File: src/rtl/serial_subtractor_8bit.sv
// ---------------------------------------------------------------------------
// serial_subtractor_8bit
//   Bit-serial 8-bit subtractor computing X - Y - Bin (mod 256), LSB first,
//   one bit per clock through a single full-subtractor cell.
//
//   Optional feature: define OVERFLOW_FLAG_EN to add the signed-overflow
//   output V and its logic.
//
// Ports
//   clk    in   1  clock, rising edge
//   rst_n  in   1  synchronous active-low reset
//   X      in   8  minuend     (captured only when a start is accepted)
//   Y      in   8  subtrahend  (captured only when a start is accepted)
//   Bin    in   1  borrow-in   (captured only when a start is accepted)
//   start  in   1  operation request, level-sampled on every edge
//   D      out  8  registered difference
//   Bout   out  1  registered borrow-out (X < Y + Bin, unsigned)
//   busy   out  1  operation in progress (state RUN)
//   done   out  1  one-cycle pulse: D/Bout (and V) just updated
//   V      out  1  signed overflow, only with OVERFLOW_FLAG_EN
//
// Handshake: start is accepted only on an edge where the block is IDLE
// (busy=0 and done=0); a start seen in RUN or DONE is dropped, not queued.
// Once accepted, busy is high for exactly 8 cycles, then done pulses for one
// cycle with the new result. Holding start high re-launches on each IDLE
// cycle, giving one result every 10 cycles.
// ---------------------------------------------------------------------------
module serial_subtractor_8bit (
  input  logic       clk,
  input  logic       rst_n,
  input  logic [7:0] X,
  input  logic [7:0] Y,
  input  logic       Bin,
  input  logic       start,
  output logic [7:0] D,
  output logic       Bout,
  output logic       busy,
  output logic       done
`ifdef OVERFLOW_FLAG_EN
  ,
  output logic       V
`endif
);

  typedef enum logic [1:0] {
    S_IDLE = 2'd0,
    S_RUN  = 2'd1,
    S_DONE = 2'd2
  } state_e;

  state_e     state_q, state_d;
  logic [2:0] cnt_q, cnt_d;
  logic [7:0] x_sh_q, x_sh_d;
  logic [7:0] y_sh_q, y_sh_d;
  // Holds the difference bits already produced; bit 7 comes straight from
  // the cell on the final edge, so only 7 bits need storing.
  logic [6:0] d_sh_q, d_sh_d;
  logic       b_q, b_d;
  logic [7:0] d_q, d_d;
  logic       bout_q, bout_d;
`ifdef OVERFLOW_FLAG_EN
  logic       v_q, v_d;
`endif

  // Full-subtractor cell on the current LSBs of the shift registers.
  logic x_i, y_i, diff_i, b_next;
  assign x_i    = x_sh_q[0];
  assign y_i    = y_sh_q[0];
  assign diff_i = x_i ^ y_i ^ b_q;
  assign b_next = (~x_i & y_i) | (~(x_i ^ y_i) & b_q);

  // State register and datapath flops.
  always_ff @(posedge clk) begin
    if (!rst_n) begin
      state_q <= S_IDLE;
      cnt_q   <= 3'd0;
      x_sh_q  <= 8'd0;
      y_sh_q  <= 8'd0;
      d_sh_q  <= 7'd0;
      b_q     <= 1'b0;
      d_q     <= 8'd0;
      bout_q  <= 1'b0;
`ifdef OVERFLOW_FLAG_EN
      v_q     <= 1'b0;
`endif
    end else begin
      state_q <= state_d;
      cnt_q   <= cnt_d;
      x_sh_q  <= x_sh_d;
      y_sh_q  <= y_sh_d;
      d_sh_q  <= d_sh_d;
      b_q     <= b_d;
      d_q     <= d_d;
      bout_q  <= bout_d;
`ifdef OVERFLOW_FLAG_EN
      v_q     <= v_d;
`endif
    end
  end

  // Next-state logic.
  always_comb begin
    state_d = state_q;
    case (state_q)
      S_IDLE:  if (start) state_d = S_RUN;
      S_RUN:   if (cnt_q == 3'd7) state_d = S_DONE;
      S_DONE:  state_d = S_IDLE;
      default: state_d = S_IDLE;
    endcase
  end

  // Datapath next values.
  always_comb begin
    cnt_d  = cnt_q;
    x_sh_d = x_sh_q;
    y_sh_d = y_sh_q;
    d_sh_d = d_sh_q;
    b_d    = b_q;
    d_d    = d_q;
    bout_d = bout_q;
`ifdef OVERFLOW_FLAG_EN
    v_d    = v_q;
`endif
    case (state_q)
      S_IDLE: begin
        if (start) begin
          x_sh_d = X;
          y_sh_d = Y;
          b_d    = Bin;
          cnt_d  = 3'd0;
          d_sh_d = 7'd0;
        end
      end
      S_RUN: begin
        x_sh_d = {1'b0, x_sh_q[7:1]};
        y_sh_d = {1'b0, y_sh_q[7:1]};
        d_sh_d = {diff_i, d_sh_q[6:1]};
        b_d    = b_next;
        cnt_d  = cnt_q + 3'd1;
        if (cnt_q == 3'd7) begin
          // Bit 7 is in the cell now: x_i/y_i are the sign bits and diff_i
          // is the sign of the final difference.
          d_d    = {diff_i, d_sh_q};
          bout_d = b_next;
`ifdef OVERFLOW_FLAG_EN
          v_d    = (x_i ^ y_i) & (x_i ^ diff_i);
`endif
        end
      end
      default: ;
    endcase
  end

  // Outputs: registered-state decodes and result registers.
  always_comb begin
    busy = (state_q == S_RUN);
    done = (state_q == S_DONE);
    D    = d_q;
    Bout = bout_q;
`ifdef OVERFLOW_FLAG_EN
    V    = v_q;
`endif
  end

endmodule

File: config.mk
export PLATFORM = sky130hd
export DESIGN_NAME = serial_subtractor_8bit
export DESIGN_NICKNAME = d
export VERILOG_FILES = /design/src/rtl/serial_subtractor_8bit.sv
export SDC_FILE = /design/constraint.sdc
export NUM_CORES = 1
export LEC_CHECK = 0
export ABC_AREA = 0
export BUFFER_PORTS_ARGS = -buffer_cell sky130_fd_sc_hd__clkbuf_2
export CORE_MARGIN = 2
export CORE_UTILIZATION = 48
export DETAILED_ROUTE_END_ITERATION = 16
export HOLD_SLACK_MARGIN = 0.08
export PLACE_DENSITY = 0.73
export SYNTH_ARGS = -nofsm -noshare
export SYNTH_HDL_FRONTEND = slang
export SYNTH_SLANG_ARGS = --single-unit
File: constraint.sdc
create_clock -name clk -period 1.4 [get_ports clk]
set_clock_uncertainty 0.2 [all_clocks]
set_input_delay 0.14 -clock clk [delete_from_list [all_inputs] [get_ports clk]]
set_output_delay 0.14 -clock clk [all_outputs]
set_load 0.01 [all_outputs]
After elaboration in Yosys (flattened, before gate mapping):

Index checks and enable logic that the tools add are counted.

* add/subtract/negate cells: 1
* eq/ne operators: 5
* muxes and demuxes: 13
* bitwise operators: 7
* reduce and logical (&&, ||, !) cells: 5

Operators with widths (number)
* $pmux W8 S2: 2
* $mux W8: 2
* $pmux W7 S2: 1
* $mux W7: 1
* $pmux W3 S2: 1
* $reduce_and A2 Y1: 3
* $mux W2: 2
* $pmux W2 S2: 1
* $add A3 B1 Y3 const B: 1
* $eq A3 B3 Y1 const B: 1
* $mux W3: 1
* $and A1 B1 Y1: 2
* $eq A2 B1 Y1 const B: 1
* $eq A2 B2 Y1 const B: 1
* $logic_not A2 Y1: 1
* $ne A2 B1 Y1 const B: 1
* $ne A2 B2 Y1 const B: 1
* $not A1 Y1: 2
* $pmux W1 S2: 1
* $reduce_bool A2 Y1: 1
* $xor A1 B1 Y1: 2
* $mux W1: 1
* $or A1 B1 Y1: 1

* flip-flop bits (word level): 38
* word-level logic and storage cells: 39

Longest topological paths before layout:

Gate-level depths: netlist (run 1).

* word-level depth: 5
* gate-level depth with buffers: 6

Worst setup path after synthesis (run 1):

OpenSTA, ideal clock, no wires.

* path type: register to register
* start: reg cnt_q[0]
* end: reg bout_q, in the netlist Bout
* arrival time: 1148 ps
* required time: 1113 ps
* setup slack: -35 ps
* cell stages (with the launch flop): 7
* buffers on the path: 1
* clock period less this slack: 1435 ps
* cell sequence: dfxtp_1 > ha_1 > ha_1 > nand3b_4 > buf_2 > nand3_1 > o31ai_1

* longest elaborated chain between the ends: 2

RTL lines
* start, declared: line 52 `logic [2:0] cnt_q, cnt_d;`
* start signal, assigned: line 88 `cnt_q <= cnt_d;`
* $eq A3 B3 Y1: line 140 `if (cnt_q == 3'd7) begin`
* $reduce_and A2 Y1 (no source line)
* end signal, assigned: line 94 `bout_q <= bout_d;`
* end, declared: line 60 `logic bout_q, bout_d;`

No other way between the ends.
A chain may end at the register's enable or synchronous reset.

Final worst setup path (run 1):

* start: reg state_q[1]
* end: out busy

* longest elaborated chain between the ends: 1

RTL lines
* start, declared: line 51 `state_e state_q, state_d;`
* start signal, assigned: line 87 `state_q <= state_d;`
* $eq A2 B1 Y1: line 156 `busy = (state_q == S_RUN);`
* end, declared: line 37 `output logic busy,`

No other way between the ends.

==> run_results.csv, run 1 <==
group,metric,value,unit
timing,finalMaxSlewViolations,0,
logic_synthesis,yosysTopAreaCell,"dfxtp_1",
logic_synthesis,netlist_area,1600,um^2
setup_path,start_kind,"flop",
setup_path,critical-path-top-delay-family,"flip-flops",
timing,fin_ws,-0.0445,ns
timing,fin_crit,1.44,ns
logic_synthesis,yosys-top-cells-count,"dfxtp_1, nor2_1, nand2_1, mux2i_1, o21ai_0",
place,place_area,1800,um^2
min_path,hp-class,"input pin to flop",
timing,hold_violations,0,
setup_path,ff2ff_path_depth,4,
routing,viasPerCell,5.29,
clocking,cts_tree,"done",
routing,ant_nets,0,
routing,drt_iter0_drc,59,
logic_synthesis,syn-num-nets,186,
final_layout,layout.nets,247,
global_routing,grtUsageTotal,0.219,
setup_path,required,1.06,ns
setup_path,cp.depth,4,
setup_path,arrival,1.10,ns
setup_path,slowest_stage,"dfxtp_2",
timing,finalSetupViolCount,1,
clocking,htree_levels,2,
logic_synthesis,synth.area.top_cells,"dfxtp_1, mux2i_1, a211oi_2, nor2_1, o21ai_0",
setup_path,critPathMaxFanout,4,
logic_synthesis,synth-async-reset-ratio,0,
logic_synthesis,syn_area_per_cell,9.80,um^2
logic_synthesis,synth_top_area_share,0.476,
logic_synthesis,yosysWarnings,0,
final_layout,design_area,2250,um^2
final_layout,syn2layout_area_growth,40.6,%
logic_synthesis,synth_seq_area_share,0.476,
clocking,cts_buffers,5,
clocking,insertion_delay,0.34,ns
floorplan,die-area,3810,um^2
routing,met2_length,2.03,mm
timing,fmax,692,MHz
flow_run,cap_violations,0,
floorplan,core_area,3100,um^2
logic_synthesis,ys_ff_latch,38,
pwr,p_total,2.10,mW
setup_path,worst_setup_path_end_kind,"output pin",
timing,finalCritPeriodShare,1.03,
floorplan,std_cell_rows,20,
routing,met1_length,1.49,mm
routing,routed_wirelength,3.74,mm
pwr,vdd_drop_max,549,uV
min_path,min_from,"start",
timing,worst_pin_slew,0.281,ns
status,outcome,"finished, violations left",
timing,holdWs,0.197,ns
status,violations,"negative setup slack",
logic_synthesis,synth.distinct_cells,26,
routing,wl_met3,156,um
logic_synthesis,yosysMostFrequentCell,"dfxtp_1",
final_layout,drive_above_1_share,0.387,
floorplan,die_x,61.7,um
setup_path,timing.critical_path.buf_inv,3,
min_path,min_path_cells,4,
setup_path,worstReg2RegStart,"state_q[1]$_SDFFE_PN0P_",
timing,maxSlewHeadroom,0.810,
place,hpwl,2.20,mm
clocking,clkTransAtPathRegs,0.11,ns
floorplan,die_h,61.7,um
pwr,power_density,936,nW/um^2
place,gp_congestion,0.753,
setup_path,critical_path_class,"flop to output pin",
setup_path,r2r_end,"y_sh_q[0]$_SDFFE_PN0P_",
setup_path,critPathMaxStageDelay,0.35,ns
final_layout,diodes,0,
global_routing,grt_first_pass_wirelength,6.02,mm
global_routing,grt_pass1_vias,1421,
place,portBuffers,30,
pwr,leakage,0.975,nW
logic_synthesis,syn_inst,163,
setup_path,cp_cell_sequence,"buf_6, nand2b_4, inv_4, buf_6",
routing,via_count,1422,
logic_synthesis,synth_edf_count,0,
global_routing,grt_antenna_before_repair,0,
global_routing,grt.overflow.total,0,
global_routing,grt_start_max_net_pins,27,
routing,highest_layer,"met4",
routing,drc,0,
setup_path,rrSetupSlack,0.02,ns
timing,setup-tns-final,-0.0445,ns
setup_path,worst_path_most_repeated_cell,"buf_6",
floorplan,start_util,0.515,
routing,avgRoutedWirePerCell,13.9,um
min_path,hold_path_end,"x_sh_q[0]$_SDFFE_PN0P_",
routing,dr.pass1.iters,4,
floorplan,io_pins,31,
timing,rsz0062_at_grt,"yes",
clocking,cts_max_path_buffers,2,
logic_synthesis,synth-main-ff-cell,"dfxtp_1",
clocking,root_buffer,"clkbuf_4",
clocking,cts_sinks,38,
-- per-layer routing --
layer  track usage  up-vias
li1              -      706
met1         0.235      671
met2         0.403       37
met3        0.0704        8
met4        0.0699        0
met5             0        -
-- power by group --
| part | switching [mW] | internal [mW] |
|---|---|---|
| logic | 0.172 | 0.184 |
| clock network | 0.338 | 0.243 |
| registers | 0.0318 | 1.13 |
| total | 0.541 | 1.56 |
-- logic make-up (layout without fill, tap and decap cells) --
logic type               Yosys count  in the layout  share of synthesized area
AND/OR/NAND/NOR                   48             50                      0.140
AO/OA/AOI/OAI                     42             42                      0.203
flip-flops                        38             38                      0.476
buffers and inverters             19             79                     0.0713
multiplexers                      13             13                     0.0814
adder cells (fa/ha/maj)            3              3                     0.0282
-- final cells by class --
cell class	count	area [um^2]
Sequential cell	38	772
Clock inverter	1	5.00
Timing Repair Buffer	66	504
Inverter	5	21.3
Tap cell	44	55.1
Multi-Input combinational cell	108	835
Clock buffer	7	55.1
Fill cell	226	856
-- worst register-to-register path: cells and delay by family (launching register included) --
family / cells / cell delay, ns
AOI/OAI and AO/OA: 2 / 0.49
and+or+nand+nor: 1 / 0.06
DFF: 1 / 0.35
buffers and inverters: 1 / 0.19
-- cell usage in the layout (no fill, tap or decap), types with 2 or more instances in the layout --
cell and n:
a211oi_1 4, a211oi_2 10, a21oi_1 3, buf_4 12
buf_6 3, clkbuf_2 28, clkbuf_4 5, dfxtp_1 31
dfxtp_2 6, dlygate4sd3_1 20, ha_4 2, inv_1 2
inv_2 2, mux2i_1 13, nand2_1 14, nand3_1 7
nand3_2 2, nand3b_4 3, nor2_1 17, nor4b_1 2
o21ai_0 8, o21ai_1 4, o22ai_1 9
-- how the worst max path moves through the flow --
| stage | startpoint | endpoint | slack, ns |
|---|---|---|---|
| floorplan | cnt_q[0]$_SDFFE_PN0P_ | Bout$_SDFFE_PN0P_ | 0.01 |
| global placement | cnt_q[0]$_SDFFE_PN0P_ | D[7]$_SDFFE_PN0P_ | 0.005 |
| detailed placement | cnt_q[0]$_SDFFE_PN0P_ | D[3]$_SDFFE_PN0P_ | -0.09 |
| CTS | state_q[1]$_SDFFE_PN0P_ | busy | -0.05 |
| global route | state_q[1]$_SDFFE_PN0P_ | busy | -0.10 |
| finish | state_q[1]$_SDFFE_PN0P_ | busy | -0.04 |
-- what timing repair did --
item | 4_1_cts | 5_1_grt
buffers inserted | 5 | 1
hold endpoints to repair | 26 | 0
hold buffers | 20 | 0
endpoints found under the setup margin | 12 | 30
resized for setup | 16 | 21
pin swaps | 0 | 5
gates cloned | 1 | 1
-- stage by stage --
step,std cells,utilization,setup WS (ns)
6_report,269,0.724,-0.0445
5_1_grt,269,0.724,-0.102
4_1_cts,267,0.697,-0.0547
3_5_place_dp,233,0.579,-0.0903
3_3_place_gp,233,0.579,0.00464
2_1_floorplan,163,-,0.0130
-- sequential cells by signal (all words and copies together), names as in the netlist --
name	cells
d_sh_q	7
x_sh_q	8
b_q	1
y_sh_q	8
state_q	2
Bout	1
D	8
cnt_q	3
(Power assumes the default switching activity.)
==> inputs of run 2 (changes only) <==
Settings changed: CTS_CLUSTER_DIAMETER set to 80, SKIP_LAST_GASP set to 1.
==> run 2 against run 1 <==
The flow still finishes with violations (negative setup slack). Via count increased by 0.14%. Global-route usage decreased by 0.086 points. Sequential cell count unchanged. Highest routed layer unchanged.
==> run_results.csv, run 2 (synthesized netlist as in run 1, its figures left out) <==
group,metric,value,unit
floorplan,core_area,3100,um^2
final_layout,final_cell_mix,"dfxtp_1, clkbuf_2, dlygate4sd3_1, nor2_1, nand2_1",
timing,rsz0062_at_grt,"yes",
pwr,p_total,2.10,mW
setup_path,critical_path_class,"flop to output pin",
min_path,min_from,"start",
setup_path,required,1.06,ns
clocking,htree_levels,2,
routing,ant_nets,0,
routing,routed_wirelength,3.68,mm
setup_path,worst_setup_path_end_kind,"output pin",
final_layout,layout.nets,248,
final_layout,fin_util,0.725,
pwr,power_density,935,nW/um^2
setup_path,start_kind,"flop",
routing,viasPerCell,5.27,
routing,drc,0,
place,pre_cts_ws,-0.0903,ns
final_layout,drive_above_1_share,0.372,
pwr,switching_share,0.257,
status,outcome,"finished, violations left",
timing,fin_ws,-0.0407,ns
status,violations,"negative setup slack",
pwr,pwr-share-comb,0.169,
setup_path,worstReg2RegStart,"y_sh_q[0]$_SDFFE_PN0P_",
timing,finalCritPeriodShare,1.03,
timing,hold_violations,0,
global_routing,grt_antenna_before_repair,0,
pwr,pwr-share-clk,0.277,
floorplan,die_x,61.7,um
clocking,clkTransAtPathRegs,0.11,ns
global_routing,grt_pass1_vias,1419,
place,hpwl,2.20,mm
final_layout,design_area,2250,um^2
floorplan,std_cell_rows,20,
final_layout,final_common_cell,"dfxtp_1",
clocking,cts_tree,"done",
timing,maxSlewHeadroom,0.809,
floorplan,die-area,3810,um^2
floorplan,io_pins,31,
setup_path,crit_start,"state_q[1]$_SDFFE_PN0P_",
setup_path,r2r_end,"Bout$_SDFFE_PN0P_",
min_path,hp-class,"input pin to flop",
pwr,vdd_drop_max,556,uV
routing,drt_iter0_drc,65,
flow_run,cap_violations,0,
pwr,p_sw,0.540,mW
place,portBuffers,30,
place,place_area,1800,um^2
routing,dr.pass1.iters,4,
floorplan,start_util,0.515,
pwr,leakage,0.976,nW
timing,worst_pin_slew,0.282,ns
global_routing,grt_first_pass_wirelength,6.00,mm
setup_path,rrSetupSlack,0,ns
setup_path,arrival,1.10,ns
pwr,seqPwrFrac,0.554,
clocking,cts_sinks,38,
routing,via_count,1424,
final_layout,diodes,0,
pwr,p_int,1.56,mW
timing,fmax,694,MHz
clocking,root_buffer,"clkbuf_4",
timing,fin_crit,1.44,ns
routing,avgRoutedWirePerCell,13.6,um
clocking,insertion_delay,0.34,ns
setup_path,ff2ff_path_depth,4,
place,gp_congestion,0.753,
floorplan,die_h,61.7,um
timing,finalSetupViolCount,2,
clocking,cts_buffers,5,
setup_path,setup.worst_path.end,"busy",
global_routing,grtUsageTotal,0.218,
final_layout,nFillCells,229,
global_routing,grt.overflow.total,0,
timing,finalMaxSlewViolations,0,
global_routing,grt_start_max_net_pins,27,
setup_path,critPathMaxFanout,4,
final_layout,syn2layout_area_growth,40.7,%
clocking,cts_max_path_buffers,2,
-- run 2: per-stage QoR --
stage,setup TNS (ns),hold WS (ns),cells
finish,-0.0451,0.210,270
global route,-0.614,0.215,270
CTS,-0.0709,0.201,267
detailed placement,-0.511,0.206,233
global placement,0,0.199,233
floorplan,0,0.0903,163
-- run 2: repair_timing --
action | in CTS | in global routing
pin swaps | 0 | 4
hold buffers | 20 | 0
gates resized for setup | 13 | 19
setup buffers | 5 | 1
endpoints found under the hold margin | 26 | 0
gates cloned | 1 | 2
endpoints found under the setup margin | 12 | 30
-- run 2: power groups by stage --
stage	sequential (mW)	combinational, mW	clock, mW
global placement	1.18	0.255	0
detailed placement	1.18	0.264	0
CTS	1.16	0.328	0.600
floorplan	1.18	0.202	0
finish	1.16	0.356	0.582
global route	1.17	0.393	0.664
-- run 2: worst max-delay path, cell delays in order, from the launching register on --
cell,delay [ns]
dfxtp_2,0.34
buf_6,0.12
nand2b_4,0.15
inv_4,0.06
buf_6,0.09
-- run 2: cell type report --
cell class              count  area, um^2  area share
well taps                  44        55.1      0.0245
repair buffers             66         504       0.224
clock buffers               7        55.1      0.0245
clock inverters             1        5.00     0.00223
inverters                   5        21.3     0.00946
multi-input cells         109         841       0.374
flip-flops and latches     38         767       0.341
-- run 2: how the worst min path moves through the flow --
stage                             end  slack, ns  depth (start not counted)
4_1_cts              b_q$_SDFFE_PN0P_       0.20                          4
6_report             b_q$_SDFFE_PN0P_       0.21                          4
2_1_floorplan  x_sh_q[7]$_SDFFE_PN0P_       0.09                          2
5_1_grt              b_q$_SDFFE_PN0P_       0.22                          4
3_5_place_dp   y_sh_q[7]$_SDFFE_PN0P_       0.21                          3
3_3_place_gp   y_sh_q[7]$_SDFFE_PN0P_       0.20                          3
-- run 2: metal layers --
metal | track usage | share of wire
met1 | 0.235 | 0.41
met2 | 0.400 | 0.53
met3 | 0.0704 | 0.041
met4 | 0.0699 | 0.020
met5 | 0 | 0
